File: config.mk
export PLATFORM = sky130hd
export DESIGN_NAME = pio_bus_master
export DESIGN_NICKNAME = d
export VERILOG_FILES = /design/src/rtl/pio_reg_pkg.sv /design/src/rtl/pio_bus_master.sv
export SDC_FILE = /design/constraint.sdc
export NUM_CORES = 1
export LEC_CHECK = 0
export ABC_AREA = 0
export BUFFER_PORTS_ARGS = -buffer_cell sky130_fd_sc_hd__buf_2
export CORE_UTILIZATION = 41
export CTS_CLUSTER_DIAMETER = 120
export DETAILED_ROUTE_END_ITERATION = 12
export PLACE_DENSITY_LB_ADDON = 0.25
export SLEW_MARGIN = 20
export SYNTH_ARGS = -nofsm -noshare
export SYNTH_HDL_FRONTEND = slang
export SYNTH_SLANG_ARGS = --single-unit
File: constraint.sdc
create_clock -name clk -period 1.5 [get_ports clk]
set_input_delay 0.15 -clock clk [delete_from_list [all_inputs] [get_ports clk]]
set_output_delay 0.15 -clock clk [all_outputs]
set_load 0.05 [all_outputs]
File: src/rtl/pio_reg_pkg.sv
// Shared widths and master FSM state encoding for the PIO register bus.
package pio_reg_pkg;

    localparam int unsigned ADDR_WIDTH = 16;
    localparam int unsigned DATA_WIDTH = 32;

    typedef enum logic [1:0] {
        IDLE,
        SETUP,
        ACCESS,
        RESP
    } pio_mst_state_e;

endpackage

File: src/rtl/pio_bus_master.sv
// PIO bus master: turns one upstream request into a SETUP/ACCESS cycle on the
// register slave, waits out busy with a timeout, and returns a held response.
module pio_bus_master #(
    parameter int unsigned ADDR_WIDTH  = pio_reg_pkg::ADDR_WIDTH,
    parameter int unsigned DATA_WIDTH  = pio_reg_pkg::DATA_WIDTH,
    parameter int unsigned TIMEOUT_CYC = 16
) (
    input  logic                  clk,
    input  logic                  reset,
    input  logic                  req_valid,
    output logic                  req_ready,
    input  logic                  req_rw,
    input  logic [ADDR_WIDTH-1:0] req_addr,
    input  logic [DATA_WIDTH-1:0] req_wdata,
    output logic                  rsp_valid,
    input  logic                  rsp_ready,
    output logic [DATA_WIDTH-1:0] rsp_rdata,
    output logic                  rsp_err,
    output logic                  sel,
    output logic                  RW,
    output logic [ADDR_WIDTH-1:0] addr,
    output logic [DATA_WIDTH-1:0] wdata,
    input  logic [DATA_WIDTH-1:0] rdata,
    input  logic                  busy
);

    import pio_reg_pkg::*;

    localparam logic [7:0] CntLast = 8'(TIMEOUT_CYC - 1);

    pio_mst_state_e        state_q, state_d;
    logic                  hold_rw_q, hold_rw_d;
    logic [ADDR_WIDTH-1:0] hold_addr_q, hold_addr_d;
    logic [DATA_WIDTH-1:0] hold_wdata_q, hold_wdata_d;
    logic [DATA_WIDTH-1:0] rdata_q, rdata_d;
    logic                  err_q, err_d;
    logic [7:0]            cnt_q, cnt_d;

    always_comb begin
        state_d      = state_q;
        hold_rw_d    = hold_rw_q;
        hold_addr_d  = hold_addr_q;
        hold_wdata_d = hold_wdata_q;
        rdata_d      = rdata_q;
        err_d        = err_q;
        cnt_d        = cnt_q;
        unique case (state_q)
            IDLE: begin
                if (req_valid) begin
                    hold_rw_d    = req_rw;
                    hold_addr_d  = req_addr;
                    hold_wdata_d = req_wdata;
                    state_d      = SETUP;
                end
            end
            SETUP: begin
                cnt_d   = '0;
                state_d = ACCESS;
            end
            ACCESS: begin
                if (busy) begin
                    cnt_d = cnt_q + 8'd1;
                end
                // Completion wins over a timeout landing in the same cycle.
                if (!busy) begin
                    rdata_d = hold_rw_q ? '0 : rdata;
                    err_d   = 1'b0;
                    state_d = RESP;
                end else if (cnt_q == CntLast) begin
                    rdata_d = '0;
                    err_d   = 1'b1;
                    state_d = RESP;
                end
            end
            RESP: begin
                if (rsp_ready) begin
                    state_d = IDLE;
                end
            end
            default: state_d = IDLE;
        endcase
    end

    always_ff @(posedge clk) begin
        if (!reset) begin
            state_q      <= IDLE;
            hold_rw_q    <= 1'b0;
            hold_addr_q  <= '0;
            hold_wdata_q <= '0;
            rdata_q      <= '0;
            err_q        <= 1'b0;
            cnt_q        <= '0;
        end else begin
            state_q      <= state_d;
            hold_rw_q    <= hold_rw_d;
            hold_addr_q  <= hold_addr_d;
            hold_wdata_q <= hold_wdata_d;
            rdata_q      <= rdata_d;
            err_q        <= err_d;
            cnt_q        <= cnt_d;
        end
    end

    // Gated by reset so nothing looks acceptable while reset is held low.
    assign req_ready = (state_q == IDLE) && reset;
    assign sel       = (state_q == SETUP) || (state_q == ACCESS);
    assign RW        = sel && hold_rw_q;
    assign addr      = hold_addr_q;
    assign wdata     = hold_wdata_q;
    assign rsp_valid = (state_q == RESP);
    assign rsp_rdata = rdata_q;
    assign rsp_err   = err_q;

endmodule

# Word-level counts from Yosys, hierarchy flattened
# Index checks and enable logic that the tools add are counted.
[word_totals] ram_bits=0 n_memories=0 out_inout_bits=85 wordCells=38 reg_bits=92 latchBits=0 rom_bits=0 input_bits=86
[op_classes] div=0 multipliers=0 shifts=0 n_mux=12 n_eq_ne=9 n_reduce_logical=9 n_addsub=1 bitwise=0 magnitude_cmp=0
[ops] cell="32-bit two-way mux" count=3
[ops] cell="8-bit one-hot mux with 2 select lines" count=1
[ops] cell="8-bit by 1-bit adder with 8-bit output (second input constant)" count=1
[ops] cell="8-bit by 4-bit == test with 1-bit output (second input constant)" count=1
[ops] cell="2-bit two-way mux" count=4
[ops] cell="8-bit two-way mux" count=1
[ops] cell="2-bit one-hot mux with 4 select lines" count=1
[ops] cell="2-bit AND reduction" count=3
[ops] cell="2-bit == test (second input constant)" count=2
[ops] cell="2-bit by 1-bit != test with 1-bit output (second input constant)" count=2
[ops] cell="2-bit != test (second input constant)" count=2
[ops] cell="3-bit != test (second input constant)" count=1
[ops] cell="3-bit AND reduction" count=1
[ops] cell="2-bit by 1-bit == test with 1-bit output (second input constant)" count=1
[ops] cell="1-bit logical AND" count=2
[ops] cell="2-bit zero test" count=1
[ops] cell="1-bit two-way mux" count=2
[ops] cell="2-bit nonzero test" count=1
[ops] cell="1-bit logical OR" count=1

# Depth between registers and ports, before layout
[logic_depth] depth_word=4 depth_mapped=8 mapped_depth_nobuf=6

# Least setup slack after synthesis
# OpenSTA, ideal clock, no wires.
[synth_path] path_kind="register -> output" start="register state_q[0]" end="output RW" path_stages_with_launch=4 required_ns=1.350 path_buffers=0 arrival_time_ns=1.487 path_slack_ns=-0.137 cell_sequence="dfxtp_1 inv_1 ha_1 and2_1"
[synth_between] elab_chain_cells=3 word_cells_on_any_way=4 classes_between="2 x eq/ne; 2 x reduce/logical"
[synth_lines] item="from (decl)" line="pio_bus_master.sv:31" text="pio_mst_state_e state_q, state_d;"
[synth_lines] item="from (signal assigned)" line="pio_bus_master.sv:94" text="state_q <= state_d;"
[synth_lines] item="2-bit by 1-bit == test with 1-bit output or 2-bit == test (tied branches)" line="pio_bus_master.sv:106" text="assign sel = (state_q == SETUP) || (state_q == ACCESS);"
[synth_lines] item="1-bit logical OR (*)" line="pio_bus_master.sv:106"
[synth_lines] item="named net sel" line="pio_bus_master.sv:19" text="output logic sel,"
[synth_lines] item="1-bit logical AND (*)" line="pio_bus_master.sv:107" text="assign RW = sel && hold_rw_q;"
[synth_lines] item="to (decl)" line="pio_bus_master.sv:20" text="output logic RW,"
# The timed path passes the listed nets; every way through them passes the cells marked *.

# Worst setup path after layout
[layout_path] start="register state_q[0]" end="register rdata_q[1], in the netlist rsp_rdata[1]"
[layout_between] elab_chain_cells=2
[layout_lines] item="2-bit == test" line="pio_bus_master.sv:47" text="unique case (state_q)"
[layout_lines] item="2-bit AND reduction (no source line)"
[layout_lines] item="to (signal assigned)" line="pio_bus_master.sv:98" text="rdata_q <= rdata_d;"
[layout_lines] item="to (decl)" line="pio_bus_master.sv:35" text="logic [DATA_WIDTH-1:0] rdata_q, rdata_d;"
# Every way passes these cells.
# A chain may end at the register's enable or synchronous reset.

==> metrics.md <==
| Metric | Value |
|---|---|
| Run status | finished with violations |
| Failing checks | setup timing |
| ANT nets after route | 0 |
| WL/cell | 15.2 µm |
| Placed instance area | 0.00460 mm² |
| Pre-antenna DRT Iters | 5 |
| Cells after DPL | 689 |
| Final Cycle Share | 1.06 |
| RSZ-0062 raised after global routing | true |
| Total track usage | 0.224 |
| Die Area | between 0.009 and 0.01 mm² |
| Mapped Avg Cell Area | 8.29 µm² |
| Worst setup margin | -93.1 ps |
| CP top delay family | buffers and inverters |
| Critical path cell sequence | inv_4, ha_4, inv_4, nor3_4, buf_6, buf_12, buf_16, a21oi_1, a211oi_1 |
| Fin nets | between 700 and 800 |
| Sequential fraction of the synthesis area | 0.517 |
| CP arrival | 1850 ps |
| I/O Pins | 171 |
| Residual DRC | 0 |
| Sw Ratio | 0.442 |
| Clk pin slew, worst setup/hold paths | 100 ps |
| Worst Max-Slew Pin Slew | 434 ps |
| Hold WC Path Type | in -> reg |
| GRT overflow | 0 |
| Fraction of layout cells with a size suffix above 1 | 0.485 |
| Area growth from synthesis to layout | 55.5% |
| Most frequent cells in the layout | 166 x buf_2, 106 x nand2_1, 94 x a21oi_1, 90 x dfxtp_1, 23 x a211oi_2 |
| Initial Utilization | 0.429 |
| DP Wirelength | 6530 µm |
| Power Total | ~0.009 W |
| Max-slew violations | 0 |
| Leakage power total | between 2 and 2.5 nW |
| GPL Wtd Cong | between 0.7 and 0.8 |
| Critical Path Start Type | flop |
| Antenna violations before repair | 0 |
| Power per cell area | 1610 mW/mm² |
| H-tree levels | 3 |
| Crit. End Element | flop |
| Clock power frac | 0.176 |
| Iter 0 DRT Violations | 88 |
| DIE HEIGHT | 95.2 µm |
| Root buf cell | clkbuf_8 |
| CTS Buffer Depth | 2 |
| Max-cap viol count | 0 |
| CP dominant cell by count | inv_4 |
| Final Hold Fails | 0 |
| Multi-input logic area | 0.00199 mm² |
| Rows | 33 |
| Setup CP Type | reg -> reg |
| Ant diodes | 0 |
| First-pass GRT wire length | between 15000 and 20000 µm |
| Final Critical Period | 1590 ps |
| Die W | 95.2 µm |
| Reg area | 0.00184 mm² |
| Largest net degree at the start of global routing | 49 |
| Total wire length | about 11000 µm |
| Max_slew headroom | 0.710 |
| CTS tree | done |
| Syn Inst Count | 430 |
| Crit Path Max Fanout | 8 |
| Count of cell types in the netlist | 30 |
| Area leader, netlist | dfxtp_1 |
| Vias after detailed routing | 3806 |
| Clk_skew | 14.2 ps |
| Core area | 0.00830 mm² |
| Yosys top cell area share | 0.517 |
| Fin cells | just over 700 |
| Leading cell type in the layout, fill and taps excluded | buf_2 |
| Port bufs | 170 |
| Int Power | about 0.0050 W |
| Req. time, crit path | roughly 1800 ps |
| Finished Cell Area | 0.00554 mm² |
| Clk sinks | 92 |
| Worst path bufs/invs | 5 |
| YS warnings | 0 |
| Slowest cell on the critical path | dfxtp_2 |
| Top cells by area, synth | dfxtp_1 52%, a21oi_1 16%, nand2_1 12%, a211oi_1 6.7%, ha_1 2.1% |
| Comb power frac | 0.491 |
| Net Sw Power | just under 0.004 W |
| Pre-CTS setup slack | -123 ps |
| Vias/cell | 5.27 |
| Synth Register Bits | 92 |
| Slowest Stage Delay on Critical Path | 350 ps |
| Vias in the first global route | 3385 |
| Max frequency | 0.628 GHz |
| Clock Latency Late Sink | between 300 and 400 ps |
| Final setup violation count | 12 |
| Min Hold Slack | between 10 and 15 ps |
| Hold Buf Count CTS | 0 |
| Synth Net Count | between 500 and 600 |
| Fillers | 704 |
| Sequential power share | 0.333 |
| Synthesized cell area | 0.00356 mm² |
| Peak VDD IR | between 1 and 1.5 mV |
| Total CTS buffers | 9 |
worst register-to-register path: cells and delay by family, from the launching register on:
family          cells  cell delay [ps]
compound gates      2              320
simple gates        1              170
fa+ha+maj           1              150
buf+inv             5              510
flops               1              350
kinds of logic after synthesis:
kind of cell / count (synthesis) / synth area share
AO/OA/AOI/OAI: 157 / 0.250
adder cells (fa/ha/maj): 6 / 0.0211
buffers and inverters: 38 / 0.0435
flip-flops: 92 / 0.517
multiplexers: 5 / 0.0158
AND/OR/NAND/NOR: 132 / 0.152
timing repair:
item                       4_1_cts  5_1_grt
pin swaps                       31       46
gates resized for setup         29       96
setup endpoints to repair       39       46
cloned                           4        3
setup buffers                    8        6
state kept, by name, indices dropped and copies added, names as in the netlist:
name / flops
addr: 16
hold_rw_q: 1
rsp_err: 1
rsp_rdata: 32
state_q: 2
wdata: 32
cnt_q: 8
power by group through the flow:
stage | Sequential (W) | Clock [W] | Combinational [W]
floorplan | 0.00403 | 0 | 0.00147
global placement | 0.00298 | 0 | 0.00336
detailed placement | 0.00300 | 0 | 0.00344
CTS | 0.00296 | 0.00161 | 0.00385
global route | 0.00303 | 0.00172 | 0.00469
finish | 0.00298 | 0.00157 | 0.00439
synthesized netlist by cell type, drive strengths merged:
| library cell | instances |
|---|---|
| o21ai | 2 |
| o41ai | 1 |
| a21oi | 116 |
| nor4 | 1 |
| and4 | 1 |
| o22ai | 1 |
| a211oi | 32 |
| mux2 | 5 |
| o221a | 1 |
| nor3 | 2 |
| o311a | 1 |
| o211a | 1 |
| clkbuf | 19 |
| buf | 13 |
| ha | 6 |
| nand3 | 3 |
| a31oi | 1 |
| o2111ai | 1 |
| and3 | 1 |
| inv | 6 |
| dfxtp | 92 |
| nor2 | 7 |
| and2 | 4 |
| or3b | 1 |
| nand2b | 1 |
| nand2 | 110 |
| nand4 | 1 |
metal layers:
| metal | up-vias | GRT usage | wire (µm) |
|---|---|---|---|
| li1 | 1848 | - | - |
| met1 | 1806 | 0.252 | 4520 |
| met2 | 138 | 0.387 | 5430 |
| met3 | 14 | 0.0805 | 889 |
| met4 | 0 | 0.0795 | 155 |
| met5 | - | 0 | 0 |
through the flow:
stage	setup TNS [ps]	util
floorplan	-1620	-
global placement	0	0.554
detailed placement	-2190	0.554
CTS	-744	0.610
global route	-2900	0.668
finish	-342	0.668
layout make-up:
type	instances	share of cell area
Clock buffer	10	0.0248
Clock inverter	6	0.00835
Inverter	6	0.00542
Multi-Input combinational cell	300	0.359
Sequential cell	92	0.333
Tap cell	105	0.0237
Timing Repair Buffer	203	0.246
final timing paths:
| check | from | end | slack, ps | cells after the start |
|---|---|---|---|---|
| worst min register to register | addr[6] | addr[6] | 460 | 2 |
| worst max-delay path | state_q[0] | rsp_rdata[1] | -90 | 9 |
| worst max register to register | state_q[0] | rsp_rdata[1] | -90 | 9 |
| worst min-delay path | req_wdata[9] | wdata[9] | 10 | 3 |
Power figures use the tool's default switching activity.
